<file path="src/rtl/down_cnt_pkg.sv">
// Shared constants and FSM state type for the down-counter monitor.
package down_cnt_pkg;
  localparam int CNT_W = 4;
  localparam logic [CNT_W-1:0] CNT_MAX = 4'hF;

  typedef enum logic [1:0] {
    IDLE  = 2'd0,
    TRACK = 2'd1,
    ERROR = 2'd2
  } mon_state_t;
endpackage

</file>
<file path="src/rtl/down_count_monitor_if.sv">
// Wrap-event port: the monitor (master) offers evt_wraps, the consumer (slave) accepts it.
// A transfer occurs on a rising edge where evt_valid && evt_ready; while evt_valid is high
// and evt_ready is low, evt_wraps is held stable and evt_valid does not drop.
interface down_count_monitor_if #(
  parameter int WRAP_W = 8
);
  logic              evt_valid;
  logic              evt_ready;
  logic [WRAP_W-1:0] evt_wraps;

  modport master (output evt_valid, output evt_wraps, input evt_ready);
  modport slave  (input evt_valid, input evt_wraps, output evt_ready);
endinterface

</file>
<file path="src/rtl/down_count_monitor_evt_fifo2.sv">
// Two-entry valid/ready FIFO; slot s0 is always the head, so head outputs come straight from flops.
module evt_fifo2 #(
  parameter int W = 8
) (
  input  logic         clk,
  input  logic         rst,
  input  logic         push,
  input  logic [W-1:0] push_data,
  output logic         full,
  input  logic         pop,
  output logic         head_valid,
  output logic [W-1:0] head_data
);
  logic [1:0]   cnt;
  logic [W-1:0] s0, s1;
  logic         pop_eff, push_eff;

  assign pop_eff    = pop && (cnt != 2'd0);
  // A full FIFO still accepts a push when the head leaves in the same cycle.
  assign push_eff   = push && ((cnt != 2'd2) || pop_eff);
  assign full       = (cnt == 2'd2);
  assign head_valid = (cnt != 2'd0);
  assign head_data  = s0;

  always_ff @(posedge clk) begin
    if (!rst) begin
      cnt <= 2'd0;
      s0  <= '0;
      s1  <= '0;
    end else begin
      case ({push_eff, pop_eff})
        2'b10: begin
          if (cnt == 2'd0) s0 <= push_data;
          else             s1 <= push_data;
          cnt <= cnt + 2'd1;
        end
        2'b01: begin
          s0  <= (cnt == 2'd2) ? s1 : '0;
          cnt <= cnt - 2'd1;
        end
        2'b11: begin
          if (cnt == 2'd2) begin
            s0 <= s1;
            s1 <= push_data;
          end else begin
            s0 <= push_data;
          end
        end
        default: ;
      endcase
    end
  end
endmodule

</file>
<file path="src/rtl/down_count_monitor.sv">
// Checks a 4-bit down-count stream, pulses on terminal count and reports wraps as events.
module down_count_monitor
  import down_cnt_pkg::*;
#(
  parameter int WRAP_W     = 8,
  parameter int DROP_W     = 4,
  parameter bit ALLOW_HOLD = 1'b1
) (
  input  logic               clk,
  input  logic               rst,
  input  logic [CNT_W-1:0]   count_in,
  input  logic               count_vld,
  input  logic               clr_err,
  output logic               tc,
  output logic               seq_err,
  output logic [DROP_W-1:0]  drop_cnt,
  output mon_state_t         dbg_state,
  down_count_monitor_if.master evt
);
  mon_state_t         state, state_nxt;
  logic [CNT_W-1:0]   prev, prev_nxt, exp_cnt;
  logic [WRAP_W-1:0]  wraps, wraps_nxt;
  logic               tc_nxt, err_nxt, push;
  logic               fifo_full, fifo_valid, pop;
  logic [WRAP_W-1:0]  fifo_head;

  assign dbg_state     = state;
  assign evt.evt_valid = fifo_valid;
  assign evt.evt_wraps = fifo_head;
  assign pop           = fifo_valid && evt.evt_ready;
  assign exp_cnt       = (prev == '0) ? CNT_MAX : prev - CNT_W'(1);

  always_comb begin
    state_nxt = state;
    prev_nxt  = prev;
    wraps_nxt = wraps;
    tc_nxt    = 1'b0;
    err_nxt   = seq_err;
    push      = 1'b0;
    case (state)
      IDLE: begin
        if (count_vld) begin
          prev_nxt  = count_in;
          state_nxt = TRACK;
        end
      end
      TRACK: begin
        if (count_vld) begin
          if (count_in == exp_cnt) begin
            prev_nxt = count_in;
            tc_nxt   = (count_in == '0);
            if (prev == '0) begin
              wraps_nxt = wraps + WRAP_W'(1);
              push      = 1'b1;
            end
          end else if (!(ALLOW_HOLD && (count_in == prev))) begin
            err_nxt   = 1'b1;
            state_nxt = ERROR;
            prev_nxt  = count_in;
          end
        end
      end
      ERROR: begin
        if (clr_err) begin
          err_nxt   = 1'b0;
          state_nxt = IDLE;
        end
      end
      default: state_nxt = IDLE;
    endcase
  end

  always_ff @(posedge clk) begin
    if (!rst) begin
      state    <= IDLE;
      prev     <= '0;
      wraps    <= '0;
      tc       <= 1'b0;
      seq_err  <= 1'b0;
      drop_cnt <= '0;
    end else begin
      state   <= state_nxt;
      prev    <= prev_nxt;
      wraps   <= wraps_nxt;
      tc      <= tc_nxt;
      seq_err <= err_nxt;
      // An event that finds the FIFO full with nothing leaving is lost; count it.
      if (push && fifo_full && !pop && (drop_cnt != {DROP_W{1'b1}}))
        drop_cnt <= drop_cnt + DROP_W'(1);
    end
  end

  evt_fifo2 #(.W(WRAP_W)) u_fifo (
    .clk        (clk),
    .rst        (rst),
    .push       (push),
    .push_data  (wraps_nxt),
    .full       (fifo_full),
    .pop        (pop),
    .head_valid (fifo_valid),
    .head_data  (fifo_head)
  );
endmodule

</file>
<file path="src/flat_wrapper.sv">
// flat-port wrapper written by rule: the top's interface ports become plain ports
module down_count_monitor_flat import down_cnt_pkg::*;
#(
  parameter int WRAP_W     = 8,
  parameter int DROP_W     = 4,
  parameter bit ALLOW_HOLD = 1'b1
)
  (clk, rst, count_in, count_vld, clr_err, tc, seq_err, drop_cnt, dbg_state, evt_evt_valid, evt_evt_wraps, evt_evt_ready);
  down_count_monitor_if #(.WRAP_W(WRAP_W)) evt_i ();
  input  logic clk;
  input  logic rst;
  input  logic [CNT_W-1:0] count_in;
  input  logic count_vld;
  input  logic clr_err;
  output logic tc;
  output logic seq_err;
  output logic [DROP_W-1:0] drop_cnt;
  output mon_state_t dbg_state;
  output wire logic [$bits(evt_i.evt_valid)-1:0] evt_evt_valid;
  output wire logic [$bits(evt_i.evt_wraps)-1:0] evt_evt_wraps;
  input wire logic [$bits(evt_i.evt_ready)-1:0] evt_evt_ready;
  assign evt_evt_valid = evt_i.evt_valid;
  assign evt_evt_wraps = evt_i.evt_wraps;
  assign evt_i.evt_ready = evt_evt_ready;
  down_count_monitor #(.WRAP_W(WRAP_W), .DROP_W(DROP_W), .ALLOW_HOLD(ALLOW_HOLD)) u_core (.clk(clk), .rst(rst), .count_in(count_in), .count_vld(count_vld), .clr_err(clr_err), .tc(tc), .seq_err(seq_err), .drop_cnt(drop_cnt), .dbg_state(dbg_state), .evt(evt_i));
endmodule
</file>
<file path="config.mk">
export PLATFORM = sky130hd
export DESIGN_NAME = down_count_monitor_flat
export DESIGN_NICKNAME = d
export VERILOG_FILES = /design/src/rtl/down_cnt_pkg.sv /design/src/rtl/down_count_monitor_if.sv /design/src/rtl/down_count_monitor_evt_fifo2.sv /design/src/rtl/down_count_monitor.sv /design/src/flat_wrapper.sv
export SDC_FILE = /design/constraint.sdc
export NUM_CORES = 1
export LEC_CHECK = 0
export CORE_MARGIN = 4
export CORE_UTILIZATION = 35
export CTS_BUF_LIST = sky130_fd_sc_hd__clkbuf_16
export CTS_CLUSTER_SIZE = 25
export DETAILED_ROUTE_END_ITERATION = 8
export GPL_TIMING_DRIVEN = 0
export PLACE_DENSITY = 0.67
export SYNTH_ARGS = -nofsm -noshare
export SYNTH_HDL_FRONTEND = slang
export SYNTH_SLANG_ARGS = --single-unit
</file>
<file path="constraint.sdc">
create_clock -name clk -period 3 [get_ports clk]
set_clock_uncertainty 0.1 [all_clocks]
set_input_delay 0.3 -clock clk [delete_from_list [all_inputs] [get_ports clk]]
set_output_delay 0.3 -clock clk [all_outputs]
set_load 0.005 [all_outputs]
</file>
==> summary.txt, run 1 <==
Run status
  • Status: finished, final reports clean

Logic synthesis
  • Syn_nets: 228
  • Synth Warn #: 0
  • Xor and xnor area share after synthesis: 9.65%
  • Fraction of the mapped netlist area in compound gates: 16.7%
  • Post-synth cell types: 47
  • Most frequent cells after synthesis: 38 x dfxtp_1, 34 x nor2_1, 15 x xnor2_1
  • Seq cells post-synth: 38
  • Synthesized instance count: 216
  • Simple-gate portion of the synthesized area: 22.9%
  • Synth Area per Inst: 8.71 um^2
  • Seq/Total Area, Yosys: 40.5%
  • Most frequent cell after synthesis: dfxtp_1
  • Mux cell area share after synthesis: 4.26%
  • Adder-Cell Fraction of Synth Area: 2.00%
  • Mapped Area: 1880 um^2
  • Main combinational cell family by area after synthesis: simple AND/OR/NAND/NOR gates
  • Post-synth EDFFs: 0
  • Synth async-reset ratio: 0%
  • Synth top area cells: dfxtp_1 40%, xnor2_1 7.0%, nor2_1 6.8%, mux2i_1 4.3%, a21oi_1 2.7%
  • Ys flop type: dfxtp_1
  • Top cell type's share of synthesized area: 40.5%
  • Cell taking the most area after synthesis: dfxtp_1

Global route
  • Largest net degree at the start of global routing: 12
  • All-Layer GR Usage: 14.3%
  • Initial antenna violation count: 0
  • First-pass GRT wire length: 7300 um
  • Vias in the first global route: 1,537
  • Total grt overflow: 0

Power and ir drop
  • PD cells: 510 nW/um^2
  • Leakage: 0.861 nW
  • Peak supply drop: 0.201 mV
  • Total power: 1.23 mW

Place
  • GPL Wtd Cong: 0.793
  • DP HPWL: 3020 um
  • Pre-CTS WS: -0.347 ns
  • Port-buffer cells: 24

Clock tree
  • Clock sink count: 38
  • Clk slew on worst S/H paths: 0.05 ns
  • CTS buffer count: 5
  • Longest Clk Path Bufs: 2
  • CTS H-tree lvls: 2
  • Clock latency on the worst-skew pair: 0.28 ns
  • Root buffer cell: clkbuf_16
  • CTS tree: built
  • CTS Hold Buffers Added: 0

Route
  • Initial DRC count: 85
  • Routed Antenna Nets: 0
  • Routed wire per std cell: 13.5 um
  • Total wire length: 4260 um
  • Vias/cell: 5.07
  • Drt pass-1 iters: 4
  • # DRC: 0
  • Routed vias: 1,601

Timing
  • Final setup violation count: 0
  • Period Utilization, post-route: 96.5%
  • Achievable Freq: 345 MHz
  • Slack of the critical path: 0.105 ns
  • Pins Over Slew Limit: 0
  • Least-Margin Pin Slew: 0.802 ns
  • Max-slew headroom: 46.4%
  • Final Hold Fails: 0
  • Final min period: 2.90 ns

Critical path
  • Arr. time, crit path: 2.98 ns
  • Critical Path Fanout Max: 8
  • Startpoint types: register
  • WP data required: 3.09 ns
  • Crit path kind: reg -> reg
  • CP Capture Type: register

Floorplan
  • Die area: 6610 um^2
  • Die X-Extent: 81.3 um
  • Core area: 5170 um^2
  • Die H: 81.3 um
  • IO Count: 26
  • Row cnt: 26
  • Initial Util: 36.4%

Finish
  • Share of cells above drive strength 1: 10.2%
  • Final Util: 46.7%
  • Fill cells: 502
  • NumNets Final: 257
  • Layout area overhead: 28.3%
  • # diodes: 0

Job
  • Max Cap Violations: 0

Hold path
  • HP Class: in -> reg
through the flow:
step	hold slack, ns	instances	cell area [um^2]	TNS, ns
after global placement	0.372	310	2210	-4.30
final	0.279	316	2410	0
after CTS	0.268	317	2370	0
after detailed placement	0.372	310	2210	-4.67
after floorplan	0.318	216	1880	0
after global routing	0.298	316	2410	-0.00553
routing by layer:
metal  GRT usage [%]  part of all wire, %  vias to the layer above  routed length, um
met1            19.1                   50                      743               2140
met5               0                    0                        -                  0
li1                -                    -                      824                  -
met2            21.1                   45                       28               1920
met4            6.76                  1.6                        0                 68
met3            3.99                  3.2                        6                137
path summary, 6_finish.rpt:
path | cells past startpoint | startpoint | endpoint | slack (ns)
worst max register to register | 10 | u_core.prev[1]$_SDFFE_PN0P_ | u_core.u_fifo.head_data[0]$_SDFFE_PN0P_ | 0.10
worst max-delay path | 10 | u_core.prev[1]$_SDFFE_PN0P_ | u_core.u_fifo.head_data[0]$_SDFFE_PN0P_ | 0.10
worst min-delay path | 2 | evt_evt_ready | u_core.u_fifo.head_data[1]$_SDFFE_PN0P_ | 0.28
worst min register to register | 2 | u_core.u_fifo.s1[5]$_SDFFE_PN0P_ | u_core.u_fifo.head_data[5]$_SDFFE_PN0P_ | 0.38
registers in the layout, summed over array words and instances (netlist names):
register,count
u_core.u_fifo.head_data,8
u_core.u_fifo.s1,8
u_core.wraps,8
u_core.drop_cnt,4
u_core.prev,4
u_core.dbg_state,2
u_core.u_fifo.cnt,2
u_core.seq_err,1
u_core.tc,1
where the power goes:
| group | internal (mW) | switching, mW | total [mW] |
|---|---|---|---|
| clock | 0.386 | 0.195 | 0.580 |
| combinational | 0.0596 | 0.0642 | 0.124 |
| sequential | 0.514 | 0.0114 | 0.526 |
layout by cell type (no fill, tap or decap), types with 5 or more instances in the layout:
cell type	instances
dfxtp_1	35
nor2_1	34
clkdlybuf4s50_1	23
xnor2_1	15
nand2_1	11
a21oi_1	10
o21ai_0	10
mux2i_1	8
inv_1	7
clkbuf_1	6
a211oi_1	6
nor3_1	5
clkbuf_16	5
area by class of cell:
class | count | area [um^2] | area share (%)
buffer | 10 | 53.8 | 2.23
clock buffer | 5 | 125 | 5.18
clock inverter | 3 | 37.5 | 1.56
inverter | 7 | 26.3 | 1.09
multi-input combinational | 159 | 1080 | 44.6
sequential | 38 | 767 | 31.8
tap | 70 | 87.6 | 3.63
timing repair buffer | 24 | 239 | 9.90
what timing repair did:
| item | 4_1_cts | 5_1_grt |
|---|---|---|
| endpoints found under the setup margin | 17 | 15 |
| buffers inserted | 0 | 0 |
| gates resized for setup | 4 | 15 |
logic make-up after synthesis:
kind of cell,Yosys count
compound gates,44
xor+xnor,19
fa+ha+maj,3
buf+inv,19
flops,38
mux,8
simple gates,85
critical path: stages (launching register included):
cell and delay, ns:
dfxtp_2 0.37, inv_1 0.08, ha_4 0.17, xor3_1 0.18, or4_4 0.51, buf_6 0.15
or2_1 0.24, or3_1 0.31, buf_4 0.17, and3b_1 0.21, a2111oi_4 0.30
No activity file was read; power rests on OpenSTA's default activity.
==> inputs of run 2 (changes only) <==
RECOVER_POWER = 50   (was not set)
==> run 2 against run 1 <==
Clock power hardly changed. Non-clock buffer count stayed put. Hold slack worse by 0.0015 ns. Fmax is 0.12% lower. First-iteration DRC count is 3.5% lower. Wire length is 0.14% lower. Via count is 0.50% higher. Global-route usage stayed put. Largest cell class unchanged. Sequential cell count stayed put. Sequential power hardly changed.
==> summary.txt, run 2 (synthesis results as in run 1) <==
Route
  • Total wire length: 4260 um (about the same)
  • Routed vias: 1,609 (was 1,601)
  • Drt pass-1 iters: 4 (unchanged)
  • Routed wire per std cell: 13.5 um (about the same)
  • Routed Antenna Nets: 0 (unchanged)
  • # DRC: 0 (unchanged)
  • Vias/cell: 5.09 (was 5.07)
  • Initial DRC count: 82 (was 85)

Finish
  • Most common cell after layout, fill and taps aside: dfxtp_1 (unchanged)
  • Layout area overhead: 28.3% (unchanged)
  • NumNets Final: 257 (unchanged)
  • # diodes: 0 (unchanged)
  • Most frequent cells in the layout: 35 x dfxtp_1, 34 x nor2_1, 17 x dlygate4sd3_1, 15 x xnor2_1, 11 x nand2_1 (was 35 x dfxtp_1, 34 x nor2_1, 23 x clkdlybuf4s50_1, 15 x xnor2_1, 11 x nand2_1)
  • Final Util: 46.7% (unchanged)
  • Share of cells above drive strength 1: 10.2% (unchanged)
  • Final instance area: 2410 um^2 (unchanged)
  • Layout Cells excl Fill: 316 (unchanged)

Timing
  • Final setup violation count: 0 (unchanged)
  • Final min period: 2.90 ns (about the same)
  • Pins Over Slew Limit: 0 (unchanged)
  • Achievable Freq: 345 MHz (about the same)
  • Final Hold Fails: 0 (unchanged)
  • Period Utilization, post-route: 96.6% (was 96.5%)
  • Worst hold slack: 0.277 ns (was 0.279 ns)
  • Max-slew headroom: 46.4% (about the same)
  • Least-Margin Pin Slew: 0.803 ns (was 0.802 ns)

Global route
  • Vias in the first global route: 1,537 (unchanged)
  • Total grt overflow: 0 (unchanged)
  • Largest net degree at the start of global routing: 12 (unchanged)
  • First-pass GRT wire length: 7300 um (unchanged)
  • All-Layer GR Usage: 14.3% (unchanged)
  • Initial antenna violation count: 0 (unchanged)

Clock tree
  • Setup Buffers After CTS: 0 (unchanged)
  • Root buffer cell: clkbuf_16 (unchanged)
  • CTS H-tree lvls: 2 (unchanged)
  • Longest Clk Path Bufs: 2 (unchanged)
  • Clk slew on worst S/H paths: 0.05 ns (about the same)
  • Clock latency on the worst-skew pair: 0.28 ns (about the same)
  • CTS tree: built (unchanged)
  • CTS Hold Buffers Added: 0 (unchanged)
  • Clock sink count: 38 (unchanged)
  • CTS buffer count: 5 (unchanged)
  • Post-cts repair resize count: 4 (unchanged)

Hold path
  • Hold Path Sink: u_core.u_fifo.head_data[1]$_SDFFE_PN0P_ (unchanged)
  • Hold Startpoint: evt_evt_ready (unchanged)
  • WHS Path Cells: 2 (unchanged)
  • HP Class: in -> reg (unchanged)

Place
  • Cell Area, Placed: 2210 um^2 (unchanged)
  • DP HPWL: 3020 um (unchanged)
  • Cells after DPL: 310 (unchanged)
  • GPL Wtd Cong: 0.793 (unchanged)
  • Port-buffer cells: 24 (unchanged)

Floorplan
  • Die X-Extent: 81.3 um (unchanged)
  • Initial Util: 36.4% (unchanged)
  • Die H: 81.3 um (unchanged)
  • Row cnt: 26 (unchanged)
  • Die area: 6610 um^2 (unchanged)
  • IO Count: 26 (unchanged)
  • Core area: 5170 um^2 (unchanged)

Run status
  • Status: finished, final reports clean (unchanged)

Critical path
  • Critical Path Fanout Max: 8 (unchanged)
  • R2r startpoint: u_core.prev[1]$_SDFFE_PN0P_ (unchanged)
  • Arr. time, crit path: 2.99 ns (was 2.98 ns)
  • Worst Reg-to-Reg Cells: 10 (unchanged)
  • Critical path's slowest cell: or4_4 (unchanged)
  • Crit path kind: reg -> reg (unchanged)
  • Startpoint types: register (unchanged)
  • CP peak stage delay: 0.51 ns (about the same)
  • CP Capture Type: register (unchanged)
  • Reg2Reg Capture Point: u_core.u_fifo.head_data[0]$_SDFFE_PN0P_ (unchanged)
  • WP data required: 3.09 ns (about the same)
  • CP Buf/Inv Count: 3 (unchanged)
  • Flop2flop setup slack: 0.10 ns (about the same)
  • Critical path's top delay family: simple AND/OR/NAND/NOR gates (unchanged)
  • CP cell instances: inv_1 -> ha_4 -> xor3_1 -> or4_4 -> buf_6 -> or2_1 -> or3_1 -> buf_4 -> and3b_1 -> a2111oi_4 (unchanged)

Power and ir drop
  • Peak supply drop: 0.200 mV (was 0.201 mV)
  • Leakage: 0.918 nW (was 0.861 nW)
  • PD cells: 508 nW/um^2 (was 510 nW/um^2)

Job
  • Max Cap Violations: 0 (unchanged)
run 2: changes by cell type in the layout (fill, tap and decap cells not counted), sizes merged:
cell	delta
clkdlybuf4s50	-17
dlygate4sd3	+17
run 2: worst max path at each step:
stage,from,end,slack (ns),cells after the start
2_1_floorplan,u_core.prev[0]$_SDFFE_PN0P_,u_core.u_fifo.head_data[0]$_SDFFE_PN0P_,0.06,11
3_3_place_gp,count_in[2],u_core.u_fifo.s1[7]$_SDFFE_PN0P_,-0.34,10
3_5_place_dp,count_in[2],u_core.u_fifo.s1[4]$_SDFFE_PN0P_,-0.35,10
4_1_cts,u_core.prev[0]$_SDFFE_PN0P_,u_core.u_fifo.head_data[0]$_SDFFE_PN0P_,0.004,10
5_1_grt,u_core.prev[1]$_SDFFE_PN0P_,u_core.u_fifo.head_data[0]$_SDFFE_PN0P_,-0.006,10
6_report,u_core.prev[1]$_SDFFE_PN0P_,u_core.u_fifo.head_data[0]$_SDFFE_PN0P_,0.10,10
run 2: power by group:
| part | total, mW | switching (mW) | internal, mW |
|---|---|---|---|
| Clock | 0.579 | 0.194 | 0.386 |
| Sequential | 0.526 | 0.0111 | 0.514 |
| Combinational | 0.122 | 0.0639 | 0.0577 |
| Total | 1.23 | 0.269 | 0.958 |
run 2: area by class of cell:
type	count	area (um^2)
plain buffers	10	53.8
clock buffers	5	125
clock inverters	3	37.5
fillers	502	2760
inverters	7	26.3
multi-input cells	159	1080
flip-flops and latches	38	767
well taps	70	87.6
repair buffers	24	239
run 2: worst register-to-register path, stage by stage (launching register included):
cell       delay, ns
dfxtp_2         0.37
inv_1           0.08
ha_4            0.17
xor3_1          0.18
or4_4           0.51
buf_6           0.15
or2_1           0.24
or3_1           0.31
buf_4           0.17
and3b_1         0.21
a2111oi_4       0.30
run 2: routing by layer:
| metal | vias up | track usage (%) | wire length (um) |
|---|---|---|---|
| met5 | - | 0 | 0 |
| met4 | 0 | 6.76 | 87 |
| met3 | 7 | 3.99 | 171 |
| met2 | 40 | 21.1 | 1890 |
| met1 | 739 | 19.1 | 2110 |
| li1 | 823 | - | - |
run 2: stage by stage:
stage          TNS (ns)  total power [mW]  setup WS, ns
2_1_floorplan         0             0.608        0.0634
3_3_place_gp      -4.30             0.648        -0.343
3_5_place_dp      -4.67             0.649        -0.347
4_1_cts               0              1.24       0.00425
5_1_grt        -0.00553              1.27      -0.00553
6_report              0              1.23         0.101
==> patch: new RTL, config.mk and constraints of run 2 <==
The package constant `CNT_W` goes from 4 to 6.
--- a/src/rtl/down_cnt_pkg.sv
+++ b/src/rtl/down_cnt_pkg.sv
@@ -1,6 +1,6 @@
 // Shared constants and FSM state type for the down-counter monitor.
 package down_cnt_pkg;
-  localparam int CNT_W = 4;
+  localparam int CNT_W = 6;
   localparam logic [CNT_W-1:0] CNT_MAX = 4'hF;
 
   typedef enum logic [1:0] {
Ports: changed (resized count_in); port bits go from 26 to 28. No check against the original RTL was run, so the function may have changed too.
==> patch against run 2 <==
Design area up 15%. Combinational power up 8%. Area after synthesis up 17%. Via count up 24%. Global-route usage about the same. Worst setup slack better by 0.050 ns. Sequential cell count up 2. First-iteration DRC count up 7.3%. Routed wire length up 24%. Total power down 2.4%. Largest cell class unchanged. Critical path depth up 1. Core utilization down 0.46 points.
==> patch: results (changes against run 2) <==
* Clock Latency Late Sink at 0.28 ns (about the same)
* Hold_sp: rst
* Root buf cell: clkbuf_16
* Met1 Use GR at 17.49% (-1.6 points)
* Top_reg_cell synth: dfxtp_1
* CTS HTree Levels at 2 (unchanged)
* GR Util met2 at 24.04% (+2.9 points)
* Hold Crit Depth at 3 (+1)
* FILL cells at 585 (+17%)
* Drt wl/cell at 14.11 µm (+4.8%)
* Worst Setup EP: u_core.u_fifo.head_data[4]$_SDFFE_PN0P_
* Diode count at 0 (unchanged)
* Via density at 5.329 (+4.7%)
* Worst path top cell family by delay: simple AND/OR/NAND/NOR gates
* Setup Buffers After CTS at 2 (+2)
* Metal3 WL at 333 µm (+95%)
* Detail Placement HPWL at 3668 µm (+22%)
* Slowest-stage cell, CP: dfxtp_2
* Met3 usage at 2.838% (-1.2 points)
* Critical Path Start: u_core.prev[0]$_SDFFE_PN0P_
* Nets at 312 (+21%)
* Hold worst-path end: u_core.u_fifo.s1[4]$_SDFFE_PN0P_
* CTS clk-pin slew, worst paths at ~0.06 ns
* Top Metal Used: met4
* Initial antenna violation count at 0 (unchanged)
* # port buffers at 26 (+8.3%)
* Crit path DAT at 2.96 ns (-0.03 ns)
* CTS Buffer Depth at 2 (unchanged)
* Vias in the first global route at 1958 (+27%)
* Register area share after synthesis at 36.43% (-4.0 points)
* Slew @ Worst Pin at 0.6089 ns (-0.1936 ns)
* Top post-synthesis cells by area: dfxtp_1 36%, xnor2_1 6.4%, nor2_1 6.1%
* YS warnings at 0 (unchanged)
* Status: finished clean
* R2R Setup Slk at 0.15 ns (+0.05 ns)
* Gr usage total at 14.24% (-0.042 points)
* Largest net degree at the start of global routing at 13 (+1)
* First-pass GRT wire length at 8700 µm (+19%)
* Place WS at -0.2520 ns (+0.09518 ns)
* Worst vdd ir at 268.0 µV (+34%)
* Reg2reg path depth at 11 (+1)
* Placed cell area at 0.002552 mm² (+16%)
* Drt pass-1 iters at 4 (unchanged)
* Worst path max stage delay at 0.40 ns (-0.11 ns)
* Share of layout cells above drive strength 1 at 10.70% (+0.54 points)
* Count of cell types in the netlist at 50 (+6.4%)
* CTS Buf Count at 5 (unchanged)
* Min-delay worst type: input pin to flop
* Mapped Nets at 276 (+21%)
* Top post-synthesis cells by count: 40 x dfxtp_1, 36 x nor2_1, 18 x a21oi_1, 16 x xnor2_1
* Static Leak at 1.050 nW (+14%)
* 1st-iter DRT viols at 88 (+7.3%)
* Ys async rst share at 0% (unchanged)
* Met2 wire length at 2434 µm (+29%)
* Setup slack after layout at 0.1509 ns (+0.04970 ns)
* GPL Wtd Cong at 0.7943 (+0.18%)
* Post-CTS sizing at 4 (unchanged)
* Crit path max fanout at 10 (+2)
* Metal1 wirelength at 2412 µm (+14%)
[patch: cell types whose count changed after synthesis, moves of 4 or more]
cell / delta
nor2b_1: +4
clkbuf_1: +4
a211oi_1: -4
nand3_1: +6
xor2_1: +4
mux2i_1: +4
a31oi_1: +4
nand2b_1: +6
a21oi_1: +8
and3_1: +4
[patch: through the flow]
step           util (%)  instances  setup TNS, ns  hold slack (ns)  power (mW)
2_1_floorplan         -        262              0           0.3285      0.6529
3_3_place_gp      42.61        363         -3.394           0.3627      0.6969
3_5_place_dp      42.61        363         -4.240           0.3631      0.6987
4_1_cts           45.59        371              0           0.3527       1.209
5_1_grt           46.20        374       -0.05641           0.3740       1.240
6_report          46.20        374              0           0.3624       1.198
[patch: final cells by class]
cell class | count | area, µm² | share of cell area [%]
buffer | 13 | 67.56 | 2.441
clock buffer | 5 | 125.1 | 4.521
clock inverter | 3 | 15.01 | 0.5425
inverter | 10 | 37.54 | 1.356
multi-input combinational | 197 | 1315 | 47.51
sequential | 40 | 803.3 | 29.02
tap | 75 | 93.84 | 3.391
timing repair buffer | 31 | 310.3 | 11.21
[patch: power breakdown]
part	total [mW]	internal (mW)	leakage, nW	switching [mW]
Combinational	0.132	0.0637	0.657	0.0687
Clock	0.510	0.302	0.0687	0.208
Sequential	0.555	0.542	0.325	0.0137
[patch: logic make-up (layout without fill, tap and decap cells)]
family | Yosys count | after routing | share of synthesized area (%)
flip-flops | 40 | 40 | 36.43
AO/OA/AOI/OAI | 58 | 58 | 17.59
XOR/XNOR | 23 | 23 | 9.163
AND/OR/NAND/NOR | 99 | 99 | 23.90
adder cells (fa/ha/maj) | 3 | 3 | 1.708
buffers and inverters | 25 | 62 | 4.724
multiplexers | 14 | 14 | 6.488
